--- src/rtl/rvfpm_xif_rob.sv ---
// Result reorder buffer for an FPU behind a CORE-V-XIF coprocessor interface.
// Tracks issued instructions until both committed and executed, then returns
// results in order (or oldest-ready-first) through a registered result port.
module rvfpm_xif_rob #(
    parameter int unsigned DEPTH        = 4,
    parameter int unsigned X_ID_WIDTH   = 4,
    parameter int unsigned FLEN         = 32,
    parameter int unsigned OUT_OF_ORDER = 0
) (
    input  logic                   ck,
    input  logic                   rst,
    input  logic                   alloc_valid,
    output logic                   alloc_ready,
    input  logic [X_ID_WIDTH-1:0]  alloc_id,
    input  logic [4:0]             alloc_rd,
    input  logic                   alloc_we,
    input  logic                   commit_valid,
    input  logic [X_ID_WIDTH-1:0]  commit_id,
    input  logic                   commit_kill,
    input  logic                   wb_valid,
    input  logic [X_ID_WIDTH-1:0]  wb_id,
    input  logic [FLEN-1:0]        wb_data,
    input  logic [4:0]             wb_fflags,
    output logic                   result_valid,
    input  logic                   result_ready,
    output logic [X_ID_WIDTH-1:0]  result_id,
    output logic [4:0]             result_rd,
    output logic                   result_we,
    output logic [FLEN-1:0]        result_data,
    output logic [4:0]             result_fflags,
    output logic [$clog2(DEPTH):0] count
);

    localparam int unsigned AW = $clog2(DEPTH);
    localparam int unsigned PW = AW + 1;

    typedef enum logic [2:0] {
        S_FREE   = 3'd0,
        S_WAIT   = 3'd1,
        S_DONE_U = 3'd2,
        S_CMT    = 3'd3,
        S_READY  = 3'd4
    } ent_st_t;

    ent_st_t               st_q   [DEPTH];
    ent_st_t               st_upd [DEPTH];
    ent_st_t               st_d   [DEPTH];
    logic [X_ID_WIDTH-1:0] id_q   [DEPTH];
    logic [4:0]            rd_q   [DEPTH];
    logic                  we_q   [DEPTH];
    logic [FLEN-1:0]       data_q [DEPTH];
    logic [4:0]            ff_q   [DEPTH];

    logic [PW-1:0]    head_q, tail_q;
    logic [AW-1:0]    head_idx, tail_idx, sel_idx, scan_idx;
    logic [DEPTH-1:0] cmt_hit, wb_hit;
    logic             alloc_fire, sel_valid, load_en;
    logic [FLEN-1:0]  sel_data;
    logic [4:0]       sel_ff;

    assign head_idx    = head_q[AW-1:0];
    assign tail_idx    = tail_q[AW-1:0];
    assign count       = tail_q - head_q;
    assign alloc_ready = (count < PW'(DEPTH));
    assign alloc_fire  = alloc_valid && alloc_ready;
    assign load_en     = !result_valid || result_ready;

    // Per-entry state after this cycle's alloc, commit and writeback
    always_comb begin
        cmt_hit = '0;
        wb_hit  = '0;
        for (int unsigned i = 0; i < DEPTH; i++) begin
            cmt_hit[i] = commit_valid && (id_q[i] == commit_id) &&
                         (st_q[i] == S_WAIT || st_q[i] == S_DONE_U);
            wb_hit[i]  = wb_valid && (id_q[i] == wb_id) &&
                         (st_q[i] == S_WAIT || st_q[i] == S_CMT);
            st_upd[i]  = st_q[i];
            case (st_q[i])
                S_WAIT: begin
                    if (cmt_hit[i] && commit_kill)     st_upd[i] = S_FREE;
                    else if (cmt_hit[i] && wb_hit[i])  st_upd[i] = S_READY;
                    else if (cmt_hit[i])               st_upd[i] = S_CMT;
                    else if (wb_hit[i])                st_upd[i] = S_DONE_U;
                end
                S_DONE_U: if (cmt_hit[i]) st_upd[i] = commit_kill ? S_FREE : S_READY;
                S_CMT:    if (wb_hit[i])  st_upd[i] = S_READY;
                default:  ;
            endcase
            // a fresh entry can see a same-cycle commit but never a writeback
            if (alloc_fire && (tail_idx == AW'(i))) begin
                if (commit_valid && (commit_id == alloc_id))
                    st_upd[i] = commit_kill ? S_FREE : S_CMT;
                else
                    st_upd[i] = S_WAIT;
            end
        end
    end

    // Pick the entry to return: head only, or first ready from head
    always_comb begin
        sel_valid = 1'b0;
        sel_idx   = head_idx;
        scan_idx  = head_idx;
        if (OUT_OF_ORDER == 0) begin
            sel_valid = (count != '0) && (st_upd[head_idx] == S_READY);
        end else begin
            for (int unsigned k = 0; k < DEPTH; k++) begin
                scan_idx = head_idx + AW'(k);
                if (!sel_valid && (PW'(k) < count) && (st_upd[scan_idx] == S_READY)) begin
                    sel_valid = 1'b1;
                    sel_idx   = scan_idx;
                end
            end
        end
    end

    // Writeback data bypasses the entry so a completing result leaves next cycle
    assign sel_data = wb_hit[sel_idx] ? wb_data   : data_q[sel_idx];
    assign sel_ff   = wb_hit[sel_idx] ? wb_fflags : ff_q[sel_idx];

    // Final entry state: the entry moved into the output register is released
    always_comb begin
        for (int unsigned i = 0; i < DEPTH; i++) st_d[i] = st_upd[i];
        if (load_en && sel_valid) st_d[sel_idx] = S_FREE;
    end

    // Entry storage
    always_ff @(posedge ck or negedge rst) begin
        if (!rst) begin
            for (int unsigned i = 0; i < DEPTH; i++) begin
                st_q[i]   <= S_FREE;
                id_q[i]   <= '0;
                rd_q[i]   <= '0;
                we_q[i]   <= 1'b0;
                data_q[i] <= '0;
                ff_q[i]   <= '0;
            end
        end else begin
            for (int unsigned i = 0; i < DEPTH; i++) begin
                st_q[i] <= st_d[i];
                if (wb_hit[i]) begin
                    data_q[i] <= wb_data;
                    ff_q[i]   <= wb_fflags;
                end
            end
            if (alloc_fire) begin
                id_q[tail_idx] <= alloc_id;
                rd_q[tail_idx] <= alloc_rd;
                we_q[tail_idx] <= alloc_we;
            end
        end
    end

    // Head reclaims freed entries in order; tail follows allocation
    always_ff @(posedge ck or negedge rst) begin
        if (!rst) begin
            head_q <= '0;
            tail_q <= '0;
        end else begin
            if ((head_q != tail_q) && (st_q[head_idx] == S_FREE)) head_q <= head_q + PW'(1);
            if (alloc_fire) tail_q <= tail_q + PW'(1);
        end
    end

    // Registered result channel, held while stalled
    always_ff @(posedge ck or negedge rst) begin
        if (!rst) begin
            result_valid  <= 1'b0;
            result_id     <= '0;
            result_rd     <= '0;
            result_we     <= 1'b0;
            result_data   <= '0;
            result_fflags <= '0;
        end else if (load_en) begin
            result_valid <= sel_valid;
            if (sel_valid) begin
                result_id     <= id_q[sel_idx];
                result_rd     <= rd_q[sel_idx];
                result_we     <= we_q[sel_idx];
                result_data   <= sel_data;
                result_fflags <= sel_ff;
            end
        end
    end

endmodule

--- config.mk ---
export PLATFORM = sky130hd
export DESIGN_NAME = rvfpm_xif_rob
export DESIGN_NICKNAME = d
export VERILOG_FILES = /design/src/rtl/rvfpm_xif_rob.sv
export SDC_FILE = /design/constraint.sdc
export NUM_CORES = 1
export LEC_CHECK = 0
export CORE_AREA = 2 2 178 180
export CTS_BUF_LIST = sky130_fd_sc_hd__clkbuf_4 sky130_fd_sc_hd__clkbuf_8
export DETAILED_ROUTE_END_ITERATION = 8
export DIE_AREA = 0 0 180 182
export SYNTH_ARGS = -nofsm -noshare
export SYNTH_HDL_FRONTEND = slang
export SYNTH_SLANG_ARGS = --single-unit
--- constraint.sdc ---
create_clock -name ck -period 4.05 [get_ports ck]
set_input_delay 0.81 -clock ck [delete_from_list [all_inputs] [get_ports ck]]
set_output_delay 0.81 -clock ck [all_outputs]
set_load 0.005 [all_outputs]
Word level (Yosys, flattened, before mapping). Index checks and enable logic that the tools add are counted.

Reduce and logical (&&, ||, !) cells: 49. Equal/unequal tests: 26. $add $sub $neg: 3. Magnitude comparators: 6. Bitwise operators: 4. Muxes and demuxes: 72.

Operator list (number): $mux 3 (34); $mux 32 (3); $bmux 32 s2 (1); $eq 4x4->1 (9); $pmux 3 s3 (4); $logic_and 1x1->1 (35); $mux 5 (6); $eq 3x2->1 const B (8); $bmux 5 s2 (2); $bwmux 20 (1); $bwmux 16 (1); $and 12x12->12 (1); $bmux 3 s2 (2); $eq 3x1->1 const B (4); $mux 12 (1); $mux 4 (3); $not 12->12 (1); $demux 5 s2 (1); $logic_or 1x1->1 (9); $bmux 4 s2 (1); $demux 4 s2 (1); $add 3x1->3 const B (2); $demux 3 s2 (1); $ge 3x3->1 const B (2); 19 further kinds (27).

Logic and storage cells: 192. Register bits after elaboration: 254. Input bits: 62.

Depth between registers and ports, before layout. Gate-level depths: netlist (run 1).

Depth after elaboration: 16. Mapped depth: 16. Depth with buffers taken out: 12.

Least setup slack after synthesis (run 1). OpenSTA, ideal clock, no wires.

Path kind: flip-flop to flip-flop. Start: register tail_q[0]. End: register result_data[0]. Stages on the path, launching flop included: 15. Period minus slack after synthesis: 3.590 ns. Setup slack: 0.460 ns. Setup time: 0.125 ns. Data required time: 3.925 ns. Arrival: 3.465 ns. Path through: dfrtp_1 -> inv_1 -> ha_1 -> fa_1 -> xnor2_2 -> inv_2 -> and3_1 -> clkbuf_1 -> a311o_1 -> o31ai_1 -> a41o_1 -> a41oi_1 -> nor3_4 -> buf_6 -> mux2_2.

Cells in the longest elaborated chain, start to end: 11.

Ends and longest elaborated chain: start, declared (line 54) `logic [PW-1:0] head_q, tail_q;`; start signal, assigned (line 161) `if (alloc_fire) tail_q <= tail_q + PW'(1);`; $sub 3x3->3 (*) (line 63) `assign count = tail_q - head_q;`; named net count[2] (line 31) `output logic [$clog2(DEPTH):0] count`; $lt 3x3->1 (*) (line 64) `assign alloc_ready = (count < PW'(DEPTH));`; named net alloc_ready (line 13) `output logic alloc_ready,`; $logic_and 1x1->1 (*) (line 65) `assign alloc_fire = alloc_valid && alloc_ready;`; $logic_and 1x1->1 (line 90) `if (alloc_fire && (tail_idx == AW'(i))) begin`; $mux 3 (line 90); $bmux 3 s2 (*) (line 105) `sel_valid = (count != '0) && (st_upd[head_idx] == S_READY);`; $mux 3 (implied by the code) (*) (2 in series) (line 105); $eq 3x3->1 (*) (line 105); $logic_and 1x1->1 (*) (line 105); $reduce_and 2->1 (no source line) (*); end signal, assigned (line 180) `result_data <= sel_data;`; end, declared (line 29) `output logic [FLEN-1:0] result_data,`.

The timed path passes the listed nets; every way through them passes the cells marked *. The select of a mux whose other input is x is not followed. A chain may end at the register's enable or synchronous reset.

Worst setup path after layout (run 1).
Start: register tail_q[0]. End: register result_data[2].

Cells in the longest elaborated chain, start to end: 11.

Ends and longest elaborated chain (line): $sub 3x3->3 (63); $lt 3x3->1 (64); $logic_and 1x1->1 (65); $logic_and 1x1->1 (90); $mux 3 (90); $bmux 3 s2 (105); $mux 3 (implied by the code) (2 in series) (105); $eq 3x3->1 (105); $logic_and 1x1->1 (*) (105); $reduce_and 2->1 (no source line) (*).

Every way passes the cells marked *; elsewhere a longest branch is shown, timed or not. The select of a mux whose other input is x is not followed.

==> impl_metrics.csv, run 1 <==
group,metric,value,unit
power,power-per-cell-area,739,mW/mm^2
placed_design,port-buffer-count,113,
route,drtPass1Iterations,5,
clock_network,cts_hold_repair.buffers,0,
clock_network,clk_latency,0.54,ns
clock_network,ctsLongestPathBuffers,3,
route,drt_drc_violations_left,0,
logic_synthesis,simple_gate_fraction_of_synth_area,8.57,%
clock_network,tritoncts.num_buffers,43,
setup_path,cp_data_required_time,4.46,ns
logic_synthesis,main_combinational_cell_family_by_area_after_synthesis,"multiplexers",
route,drtAntennaViolNets,0,
logic_synthesis,yosys_warns,0,
logic_synthesis,synth.mux.area_fraction,29.2,%
setup_path,critPathCaptureType,"flop",
placed_design,placement.cell_area,0.0141,mm^2
clock_network,cts_htree_levels,2,
logic_synthesis,postSynthAreaPerCell,12.8,um^2
logic_synthesis,synth_top_area_cell,"sky130_fd_sc_hd__dfrtp_1",
route,num_vias,7989,
grt,gr-usage-all-layers,18.0,%
timing,final_min_period_over_clock_period,92.5,%
finish,area.growth.synth_to_final,22.0,%
logic_synthesis,synth_cell_types,55,
logic_synthesis,yosys-top-cells-area,"sky130_fd_sc_hd__dfrtp_1 52%, sky130_fd_sc_hd__mux2_2 20%, sky130_fd_sc_hd__mux4_2 8.8%, sky130_fd_sc_hd__nand2_1 5.4%, sky130_fd_sc_hd__xnor2_1 1.6%",
timing,slew_viol_final,0,
clock_network,post_cts_resized,0,
logic_synthesis,synth.most_common_cell,"sky130_fd_sc_hd__dfrtp_1",
logic_synthesis,synth_enable_flop_cells,0,
grt,grt_start_max_net_pins,81,
clock_network,clock_sinks,254,
grt,overflow,0,
logic_synthesis,synth_xor_area_share,3.14,%
floorplan,num_rows,65,
clock_network,cts_tree,"yes",
clock_network,cts.reportedPaths.clkPinSlew,0.06,ns
logic_synthesis,yosys_register_bits,254,
logic_synthesis,synthTopCellsByCount,"254 x sky130_fd_sc_hd__dfrtp_1, 212 x sky130_fd_sc_hd__mux2_2, 176 x sky130_fd_sc_hd__nand2_1, 49 x sky130_fd_sc_hd__clkbuf_1, 48 x sky130_fd_sc_hd__mux4_2",
timing,fmax,267,MHz
power,leakage,6.77,nW
route,drtIter0Drc,406,
floorplan,io-pin-count,114,
timing,timing.setup.tns,0,ns
logic_synthesis,synth_compound_area_share,3.36,%
setup_path,critPathSlowestCell,"sky130_fd_sc_hd__fa_1",
setup_path,critical_path_cell_list,"inv_1, ha_1, fa_1, xnor2_2, inv_2, and3_1, a311o_1, o31ai_1, a41o_1, a41oi_1, nor3_4, buf_12, mux2_2",
timing,report.final.setup_viol,0,
timing,timing_hold_violations_final,0,
timing,finalWorstPathRequiredPeriod,3.75,ns
power,fin_total_pwr,11.0,mW
logic_synthesis,post_synth_fa_ha_maj_area_fraction,1.19,%
placed_design,gp_congestion,0.871,
clock_network,cts_setup_buffers,0,
setup_path,critPathKind,"reg2reg",
worst_hold_path,worstHoldPathType,"in2async",
logic_synthesis,mappedNetlistArea,0.0122,mm^2
timing,grt_setup_unrepaired,"false",
timing,max_slew.worst_pin.slew,0.958,ns
finish,fillers,2797,
logic_synthesis,ys_seq_area_share,52.0,%
setup_path,crit_path_max_incr_delay,0.42,ns
floorplan,floorplan.core_area,0.0310,mm^2
timing,worst_slew_margin_rel,36.1,%
run,timing.max_cap.violations,0,
run_status,status,"complete, no violations",
setup_path,setup.worst_path.start,"tail_q[0]$_DFFE_PN0P_",
floorplan,initial_core_util,39.5,%
route,vias_per_cell,5.21,
power,power.ir.vdd_worst,0.267,mV
logic_synthesis,yosys_most_used_dff,"sky130_fd_sc_hd__dfrtp_1",
setup_path,worstPathMaxFanout,27,
finish,layout.nets,1183,
route,route.final.wire_length,28900,um
setup_path,cp_top_family,"compound AO/OA/AOI/OAI gates",
clock_network,root_buffer,"sky130_fd_sc_hd__clkbuf_8",
logic_synthesis,post_synth_net_total,1028,
grt,grt_pass1_wl,47200,um
floorplan,die_width,180,um
setup_path,crit_path_start_kind,"flop",
logic_synthesis,async_flop_share,100,%
grt,antenna_found_initial,1,
route,detail_route.wl_per_cell,18.8,um
finish,design_area,0.0149,mm^2
placed_design,place_hpwl,18100,um
floorplan,dieArea,0.0328,mm^2
logic_synthesis,synthesis.instances,955,
logic_synthesis,post-synth-top-area-fraction,52.0,%
grt,first_global_vias,8522,
setup_path,timing.critical_path.buf_inv,3,
setup_path,r2r_start,"tail_q[0]$_DFFE_PN0P_",
finish,drive_above_1_share,34.9,%
timing,final.setup_skew,0.0138,ns
setup_path,critPathArrivalTime,4.16,ns
floorplan,die_height,182,um
## cell type report
class / instances / area (um^2) / share of cell area [%]
clock inverters: 4 / 31.3 / 0.210
diodes: 1 / 2.50 / 0.0168
inverters: 14 / 52.6 / 0.352
clock buffers: 60 / 769 / 5.16
repair buffers: 169 / 1620 / 10.9
multi-input cells: 628 / 5580 / 37.4
well taps: 402 / 503 / 3.37
flip-flops and latches: 254 / 6360 / 42.6
## worst register-to-register path, stage by stage (launching register included)
cell,delay (ns)
sky130_fd_sc_hd__dfrtp_1,0.38
sky130_fd_sc_hd__inv_1,0.11
sky130_fd_sc_hd__ha_1,0.21
sky130_fd_sc_hd__fa_1,0.42
sky130_fd_sc_hd__xnor2_2,0.22
sky130_fd_sc_hd__inv_2,0.09
sky130_fd_sc_hd__and3_1,0.25
sky130_fd_sc_hd__a311o_1,0.36
sky130_fd_sc_hd__o31ai_1,0.30
sky130_fd_sc_hd__a41o_1,0.22
sky130_fd_sc_hd__a41oi_1,0.09
sky130_fd_sc_hd__nor3_4,0.37
sky130_fd_sc_hd__buf_12,0.25
sky130_fd_sc_hd__mux2_2,0.37
## layout by cell type, fill, tap and decap left out, types with 5 or more instances in the layout
| cell type | n |
|---|---|
| sky130_fd_sc_hd__mux2_1 | 8 |
| sky130_fd_sc_hd__nor3_1 | 5 |
| sky130_fd_sc_hd__xnor2_1 | 23 |
| sky130_fd_sc_hd__and3_1 | 7 |
| sky130_fd_sc_hd__a21oi_1 | 15 |
| sky130_fd_sc_hd__dfrtp_1 | 252 |
| sky130_fd_sc_hd__mux4_2 | 48 |
| sky130_fd_sc_hd__clkbuf_8 | 51 |
| sky130_fd_sc_hd__clkbuf_4 | 9 |
| sky130_fd_sc_hd__clkdlybuf4s50_1 | 112 |
| sky130_fd_sc_hd__buf_12 | 5 |
| sky130_fd_sc_hd__mux2_2 | 212 |
| sky130_fd_sc_hd__o21ai_0 | 6 |
| sky130_fd_sc_hd__inv_1 | 13 |
| sky130_fd_sc_hd__buf_4 | 51 |
| sky130_fd_sc_hd__nor4_1 | 9 |
| sky130_fd_sc_hd__nand4_1 | 7 |
| sky130_fd_sc_hd__nand2_1 | 176 |
| sky130_fd_sc_hd__nand3_1 | 6 |
| sky130_fd_sc_hd__nor2_1 | 18 |
| sky130_fd_sc_hd__xor2_1 | 19 |
| sky130_fd_sc_hd__ha_1 | 10 |
| sky130_fd_sc_hd__nand2b_1 | 5 |
## sequential cells by signal, indices dropped and copies added (netlist names), 5 cells and up
signal         cells
data_q           128
result_data       32
ff_q              20
rd_q              20
id_q              16
st_q              12
result_fflags      5
result_rd          5
## routing by layer
| metal | GRT usage [%] | part of all wire (%) | vias up | routed length (um) |
|---|---|---|---|---|
| li1 | - | - | 3684 | - |
| met2 | 28.8 | 47 | 177 | 13500 |
| met5 | 0 | 0 | - | 0 |
| met4 | 4.75 | 1.8 | 0 | 517 |
| met3 | 3.33 | 4.5 | 39 | 1310 |
| met1 | 25.3 | 47 | 4089 | 13600 |
## per-stage QoR
stage          std cells  util (%)  hold slack (ns)  setup WS, ns
3_5_place_dp        1467      45.5            0.460       -0.0903
5_1_grt             1531      48.1            0.301        0.0274
3_3_place_gp        1467      45.5            0.456      -0.00904
4_1_cts             1531      48.1            0.267         0.283
6_report            1532      48.1            0.263         0.303
2_1_floorplan        955         -            0.440         0.460
## cells by family after synthesis
group	count (synthesis)
fa+ha+maj	11
simple gates	246
buf+inv	73
compound gates	59
xor+xnor	43
flops	254
mux	269
## path summary, 6_finish.rpt
| kind | endpoint | cells past startpoint | slack [ns] |
|---|---|---|---|
| min | rd_q[2]$_DFFE_PN0P_ | 1 | 0.26 |
| max in group asynchronous | data_q[85]$_DFFE_PN0P_ | 2 | 2.87 |
| max | result_data[2]$_DFFE_PN0P_ | 13 | 0.30 |
| max reg2reg | result_data[2]$_DFFE_PN0P_ | 13 | 0.30 |
| min reg2reg | data_q[73]$_DFFE_PN0P_ | 2 | 0.47 |
| min in group ck | data_q[73]$_DFFE_PN0P_ | 2 | 0.47 |
## power breakdown
group | switching, mW | internal, mW | total (mW)
Sequential | 0.644 | 3.57 | 4.21
Clock | 0.976 | 1.21 | 2.18
Combinational | 1.98 | 2.64 | 4.62
Note: power is estimated with default switching activity, not from simulation.
==> inputs of run 2 (changes only) <==
--- a/config.mk
+++ b/config.mk
@@ -7,6 +7,7 @@
 export LEC_CHECK = 0
 export CORE_AREA = 2 2 178 180
 export CTS_BUF_LIST = sky130_fd_sc_hd__clkbuf_4 sky130_fd_sc_hd__clkbuf_8
+export CTS_CLUSTER_SIZE = 30
 export DETAILED_ROUTE_END_ITERATION = 8
 export DIE_AREA = 0 0 180 182
 export SYNTH_ARGS = -nofsm -noshare
==> results of run 2 <==
Final layout, timing and power as in run 1 (identical DEF).
